`src/rtl/fetch_unit_pkg.sv`:
```
// Shared types and constants for the instruction fetch stage.
// Included by the PC register and the fetch_unit top.
package fetch_unit_pkg;

    localparam int ADDR_W = 64;
    localparam int INST_W = 32;
    localparam int CNT_W  = 32;

    localparam logic [ADDR_W-1:0] PC_INC       = 64'd4;
    localparam logic [INST_W-1:0] NOP_INST_ENC = 32'hD503201F;
    localparam logic [CNT_W-1:0]  CNT_MAX      = '1;

    typedef enum logic [1:0] {
        ACT_RESET,
        ACT_REDIRECT,
        ACT_HOLD,
        ACT_ADVANCE
    } fetch_act_e;

    typedef struct packed {
        logic [ADDR_W-1:0] pc;
        logic [INST_W-1:0] inst;
        logic              valid;
    } if_id_t;

    // Reset beats redirect, redirect beats stall.
    function automatic fetch_act_e fetch_act(
        input logic rst,
        input logic br,
        input logic stall
    );
        if (rst)
            return ACT_RESET;
        else if (br)
            return ACT_REDIRECT;
        else if (stall)
            return ACT_HOLD;
        else
            return ACT_ADVANCE;
    endfunction

    function automatic logic [ADDR_W-1:0] align_pc(
        input logic [ADDR_W-1:0] a
    );
        return {a[ADDR_W-1:2], 2'b00};
    endfunction

    function automatic logic [CNT_W-1:0] sat_inc(
        input logic [CNT_W-1:0] c
    );
        return (c == CNT_MAX) ? c : c + 1'b1;
    endfunction

endpackage

```
`src/rtl/fetch_unit_pc_register.sv`:
```
// Program counter: synchronous reset to an aligned RESET_PC,
// load on request, otherwise hold.
module pc_register
    import fetch_unit_pkg::*;
#(
    parameter logic [ADDR_W-1:0] RESET_PC = '0
) (
    input  logic              clk,
    input  logic              rst,
    input  logic              load,
    input  logic [ADDR_W-1:0] next_pc,
    output logic [ADDR_W-1:0] pc
);

    always_ff @(posedge clk) begin
        if (rst)
            pc <= align_pc(RESET_PC);
        else if (load)
            pc <= next_pc;
    end

endmodule

```
`src/rtl/fetch_unit.sv`:
```
// Instruction fetch stage: PC sequencing, IF/ID pipeline
// register and a saturating count of fetched instructions.
module fetch_unit
    import fetch_unit_pkg::*;
#(
    parameter logic [ADDR_W-1:0] RESET_PC    = 64'h0,
    parameter logic [INST_W-1:0] NOP_INST    = NOP_INST_ENC,
    parameter logic [CNT_W-1:0]  COUNT_RESET = '0
) (
    input  logic              Clock,
    input  logic              Reset,
    input  logic              Stall,
    input  logic              BranchTaken,
    input  logic [ADDR_W-1:0] BranchTarget,
    input  logic [INST_W-1:0] IMData,
    output logic [ADDR_W-1:0] IMAddr,
    output logic [ADDR_W-1:0] IFID_PC,
    output logic [INST_W-1:0] IFID_Inst,
    output logic              IFID_Valid,
    output logic [CNT_W-1:0]  FetchCount
);

    fetch_act_e        act;
    logic [ADDR_W-1:0] pc;
    logic [ADDR_W-1:0] pc_next;
    logic              pc_load;
    if_id_t            ifid_q;
    if_id_t            bubble;
    logic [CNT_W-1:0]  count_q;

    assign act    = fetch_act(Reset, BranchTaken, Stall);
    assign bubble = '{pc: '0, inst: NOP_INST, valid: 1'b0};

    always_comb begin
        pc_load = 1'b0;
        pc_next = pc + PC_INC;
        unique case (act)
            ACT_REDIRECT: begin
                pc_load = 1'b1;
                pc_next = align_pc(BranchTarget);
            end
            ACT_ADVANCE: pc_load = 1'b1;
            default: ;
        endcase
    end

    pc_register #(
        .RESET_PC (RESET_PC)
    ) u_pc (
        .clk     (Clock),
        .rst     (Reset),
        .load    (pc_load),
        .next_pc (pc_next),
        .pc      (pc)
    );

    always_ff @(posedge Clock) begin
        unique case (act)
            ACT_RESET: begin
                ifid_q  <= bubble;
                count_q <= COUNT_RESET;
            end
            ACT_REDIRECT: ifid_q <= bubble;
            ACT_ADVANCE: begin
                ifid_q  <= '{pc: pc, inst: IMData, valid: 1'b1};
                count_q <= sat_inc(count_q);
            end
            default: ;
        endcase
    end

    assign IMAddr     = pc;
    assign IFID_PC    = ifid_q.pc;
    assign IFID_Inst  = ifid_q.inst;
    assign IFID_Valid = ifid_q.valid;
    assign FetchCount = count_q;

endmodule
```
`config.mk`:
```
export PLATFORM = sky130hd
export DESIGN_NAME = fetch_unit
export DESIGN_NICKNAME = d
export VERILOG_FILES = /design/src/rtl/fetch_unit_pkg.sv /design/src/rtl/fetch_unit_pc_register.sv /design/src/rtl/fetch_unit.sv
export SDC_FILE = /design/constraint.sdc
export NUM_CORES = 1
export LEC_CHECK = 0
export CORE_ASPECT_RATIO = 0.6
export CORE_UTILIZATION = 45
export DETAILED_ROUTE_END_ITERATION = 7
export GPL_TIMING_DRIVEN = 1
export HOLD_SLACK_MARGIN = 0.1
export PLACE_DENSITY = 0.79
export SYNTH_ARGS = -nofsm -noshare
export SYNTH_HDL_FRONTEND = slang
export SYNTH_HIERARCHICAL = 1
export SYNTH_SLANG_ARGS = --single-unit
```
`constraint.sdc`:
```
create_clock -name Clock -period 5.8 [get_ports Clock]
set_input_delay 0.87 -clock Clock [delete_from_list [all_inputs] [get_ports Clock]]
set_output_delay 0.87 -clock Clock [all_outputs]
set_load 0.005 [all_outputs]
```
==> impl_metrics.tcl <==
set metrics [dict create \
    status "complete, no violations" \
    hp-start "u_pc/pc[1]" \
    syn_inst 934 \
    yosys.area.top_type_share_pct 39.9 \
    drc 0 \
    finalCoreUtilization_pct 63.3 \
    reg2reg_to "u_pc/pc[48]" \
    endpoint_kind "register" \
    ys_ff_latch 193 \
    syn_area_um2 9710 \
    cts-root-buf "clkbuf_16" \
    layout_common_cells "289 x clkdlybuf4s50_1, 133 x nor2_1, 129 x edfxtp_1, 87 x and2_1, 77 x nand2_1" \
    power.static_leakage_nw 4.87 \
    slew_violations 0 \
    gp_congestion 0.851 \
    period_share_pct 51.0 \
    yosys-top-cells-area "edfxtp_1 40%, dfxtp_1 13%, mux2i_1 6.9%" \
    wirelength_mm 27.8 \
    yosysTopAreaCell "edfxtp_1" \
    syn_avg_cell_area_um2 10.4 \
    clk_latency_ps 440 \
    yosysWarnings 6 \
    die_y_um 116 \
    async_reset_ff_share_pct 0 \
    worstSetupPathType "primary input to register" \
    postCtsResizedCells 0 \
    start_kind "primary input" \
    grt_max_degree 54 \
    hold_buffers 0 \
    drtAntennaViolNets 0 \
    cp.required_ps 5880 \
    via_per_inst 5.39 \
    clock-sinks 193 \
    grt_use_met1_pct 34.0 \
    port-buffer-count 290 \
    layout_commonest_cell "clkdlybuf4s50_1" \
    syn_to_final_growth_pct 37.5 \
    clk_path_buf_depth 2 \
    yosysSeqAreaShare_pct 53.1 \
    grt_usage_pct 25.1 \
    setup_violations 0 \
    gr-total-overflow 0 \
    synth.net_count 1036 \
    fin_hold_ws_ps 561 \
    drive_gt1_share_pct 5.32 \
    die_w_um 192 \
    fmax_mhz 338 \
    synth_edf_count 129 \
    hold_end "u_pc/pc[1]" \
    core_um2 21100 \
    grt_pass1_wl_mm 42.2 \
    fin_area_um2 13400 \
    min_period_ps 2960 \
    cts_buffers 17 \
    placed_area_um2 12800 \
    first_pass_iters 5 \
    vias 8087 \
    arrival_ps 3040 \
    crit_fanout 46 \
    drt-initial-drc-count 667 \
    use_met3_pct 8.66 \
    grt.met2_usage_pct 38.4 \
    timing.max_cap.violations 0 \
    boundaryPins 293 \
    initial_utilization_pct 46.1 \
    relSlewSlack_pct 27.7 \
    core.rowCount 41 \
    holdPathStages 2 \
    multi_input_area_um2 4290 \
    cts_tree "yes" \
    netlist-cell-type-count 50 \
    grt.busiest_layer "met2" \
    powerDensity_nw_per_um2 232 \
    seq_area_um2 5150 \
    grt_pass1_vias 7625 \
    fillers 1723 \
    antenna_found_initial 1 \
    fin_skew_ps 10.4 \
    final_nets 1311 \
    setup_tns_ps 0 \
    max-vdd-ir-drop_uv 195 \
    synth_ff_type "edfxtp_1" \
    tightest_slew_ps 1080 \
    post_cts_buffers 0 \
    wire_per_inst_um 18.5 \
    rsz0062_at_grt "no" \
    antenna_cells 0 \
    ctsHtreeMaxLevel 4 \
    min-delay-path-class "register to register" \
    clk_pin_slew_worst_paths_ps 70 \
    r2r_cells 8 \
    reg2reg_slack_ps 3030 \
    reg2reg_from "u_pc/pc[2]" \
    fp.dieArea_um2 22200 \
    post-dp-hpwl_mm 19.5 \
    hold_viol 0 \
]
cell usage after synthesis (6+ instances only):
| master | number |
|---|---|
| inv_1 | 9 |
| buf_8 | 6 |
| nand3_1 | 47 |
| or3_1 | 12 |
| and3_1 | 13 |
| nand4_1 | 38 |
| buf_1 | 7 |
| nand2_1 | 77 |
| and4_1 | 10 |
| a21oi_1 | 8 |
| dfxtp_1 | 64 |
| o21ai_0 | 43 |
| mux2i_1 | 67 |
| nor2_1 | 134 |
| nor3_1 | 7 |
| a31oi_1 | 16 |
| xnor2_1 | 15 |
| and2_1 | 87 |
| nor4_1 | 7 |
| nand2b_1 | 16 |
| edfxtp_1 | 129 |
| xor2_1 | 51 |
| clkbuf_1 | 25 |
report_power, final:
group	switching, mW	internal, mW
Sequential	0.0654	1.53
Combinational	0.151	0.220
Clock	0.545	0.592
Total	0.761	2.34
worst max-delay path, stage by stage:
cell and delay [ps]:
clkdlybuf4s50_1 530, or3_1 390, inv_2 550, o21ai_0 190, nand2_1 110, buf_4 390
worst max-delay path by stage:
stage                      from        endpoint  cells past startpoint
floorplan           BranchTaken    IFID_Inst[0]                      2
global placement          Stall   FetchCount[0]                      6
detailed placement        Stall   FetchCount[1]                      6
CTS                       Stall  FetchCount[18]                      6
global route        BranchTaken     u_pc/pc[11]                      7
finish                    Stall  FetchCount[22]                      6
per-stage QoR:
stage / instances / power [mW] / worst slack [ps]
3_5_place_dp: 1469 / 1.99 / 2370
3_3_place_gp: 1469 / 1.98 / 2400
6_report: 1501 / 3.10 / 2840
5_1_grt: 1501 / 3.21 / 2650
2_1_floorplan: 934 / 1.76 / 1520
4_1_cts: 1501 / 3.12 / 2840
cell type report:
cell class,count,share of cell area [%]
tap,279,2.61
inverter,9,0.253
multi-input combinational,687,32.1
timing repair buffer,301,22.3
clock inverter,14,0.862
clock buffer,18,3.21
sequential,193,38.6
state kept, by name (all words and copies together) (netlist names):
register	cells
IFID_PC	64
u_pc/pc	64
FetchCount	32
IFID_Inst	32
IFID_Valid	1
logic make-up after synthesis:
kind of cell | share of synthesized area (%)
compound gates | 4.53
xor+xnor | 5.95
fa+ha+maj | 0.258
buf+inv | 3.08
flops | 53.1
mux | 7.02
simple gates | 26.1
metal layers:
metal	vias up	routed length [µm]
li1	3872	-
met1	3870	12300
met2	314	12400
met3	29	2780
met4	2	330
met5	-	17
(Power assumes the default switching activity.)
==> RTL change (same settings) <==
Change the package constant `ADDR_W` from 64 to 128.
--- a/src/rtl/fetch_unit_pkg.sv
+++ b/src/rtl/fetch_unit_pkg.sv
@@ -3,5 +3,5 @@
 package fetch_unit_pkg;
 
-    localparam int ADDR_W = 64;
+    localparam int ADDR_W = 128;
     localparam int INST_W = 32;
     localparam int CNT_W  = 32;
Interface: changed (resized BranchTarget, IFID_PC and IMAddr); port bits go from 293 to 485. The function was not compared with the original's and may differ.
==> RTL change against the original RTL <==
- routed wire length increased by 110%
- worst setup slack got worse by 1100 ps
- final area rose by 73%
- critical endpoint is now u_pc/pc[108]
- sequential cell count up 128
- clock skew grew 11 ps
- largest cell class unchanged
- hold slack worse by 18 ps
- power rose by 74%
- die area rose by 73%
- critical path depth grew 2
- highest routed layer unchanged
- area after synthesis increased by 75%
==> RTL change: results (changes against the original RTL) <==
| Metric | Value |
|---|---|
| Run status | finished clean |
| Layout cell share with drive strength beyond 1 | 4.69% (-0.62 points) |
| Data arrival time of the worst path | 4440 ps (+1400 ps) |
| Layout Nets | 2336 (+78%) |
| Largest net degree at the start of global routing | 137 (+150%) |
| DPL Wire Length | 43.1 mm (+120%) |
| Leakage power total | 8.09 nW (+66%) |
| Vias in the first global route | 14600 (+92%) |
| Worst IR drop on VDD | 253 uV (+30%) |
| Buffers added on ports | 482 (+66%) |
| First-pass GRT wire length | 88.8 mm (+110%) |
| Worst-case clock buffer depth | 3 (+1) |
| CP max-delay cell | sky130_fd_sc_hd__nor4_1 |
| Sequential cell area fraction in the yosys report | 49.3% (-3.8 points) |
| Peak fanout along the critical path | 8 (-83%) |
| Detailed Routing Iterations Pass 1 | 6 (+1) |
| Wire per inst | 22.0 um (+19%) |
| DRC marker count from the first detailed-route iteration | 1601 (+140%) |
| Routability congestion estimate from global placement | 1.02 (+20%) |
| Via count | 15200 (+88%) |
| Number of antenna violations at the first check in global routing | 6 (+5) |
| Cell Area, Placed | 22000 sq um (+72%) |
| Number of CTS-inserted buffers | 31 (+14) |
| Final Cell Area | 23100 sq um (+73%) |
| Dominant delay contributor by cell family on the critical path | simple AND/OR/NAND/NOR gates |
| H-tree levels | 1 (-3) |
| Clock latency of the later-clocked register in the worst-skew pair | 590 ps (+150 ps) |
| Cell types with the highest counts after synthesis | sky130_fd_sc_hd__nor2_1 (237), sky130_fd_sc_hd__edfxtp_1 (193), sky130_fd_sc_hd__nand2_1 (157) |
| Crit-path max cell delay | 1100 ps (+550 ps) |
## RTL change: metrics by stage
step	total power [mW]	std cells	worst slack, ps
floorplan	2.90	1729	1600
global placement	3.26	2641	2080
detailed placement	3.28	2641	2070
CTS	5.43	2698	2100
global route	5.57	2702	1800
finish	5.40	2703	1790
## RTL change: cell type report
cell class	instances	area share [%]
Clock inverter	24	1.15
Tap cell	504	2.73
Clock buffer	33	3.43
Multi-Input combinational cell	1302	34.7
Antenna cell	5	0.0542
Sequential cell	321	36.2
Inverter	17	0.287
Timing Repair Buffer	497	21.5
## RTL change: power by group
| group | internal, mW | switching (mW) |
|---|---|---|
| Clock | 1.22 | 0.940 |
| Sequential | 2.51 | 0.111 |
| Combinational | 0.359 | 0.261 |
| Total | 4.08 | 1.31 |
## RTL change: per-layer routing
| layer | vias to the layer above | wire, um | GRT usage, % |
|---|---|---|---|
| li1 | 7026 | - | - |
| met1 | 7309 | 25300 | 41.0 |
| met2 | 788 | 25500 | 44.4 |
| met5 | - | 17 | 0 |
| met4 | 2 | 1750 | 8.92 |
| met3 | 105 | 6980 | 10.2 |
## RTL change: final timing paths
path,from,to,slack [ps],depth (start not counted)
worst max register to register,u_pc/pc[53],u_pc/pc[108],1790,8
worst min-delay path,u_pc/pc[0],u_pc/pc[0],540,2
worst max-delay path,u_pc/pc[53],u_pc/pc[108],1790,8
worst min register to register,u_pc/pc[0],u_pc/pc[0],540,2
## RTL change: cells by family after synthesis
group / share of synthesized area [%]
AO/OA/AOI/OAI: 4.51
flip-flops: 49.3
adder cells (fa/ha/maj): 0.148
AND/OR/NAND/NOR: 27.6
multiplexers: 7.56
buffers and inverters: 3.68
XOR/XNOR: 7.23
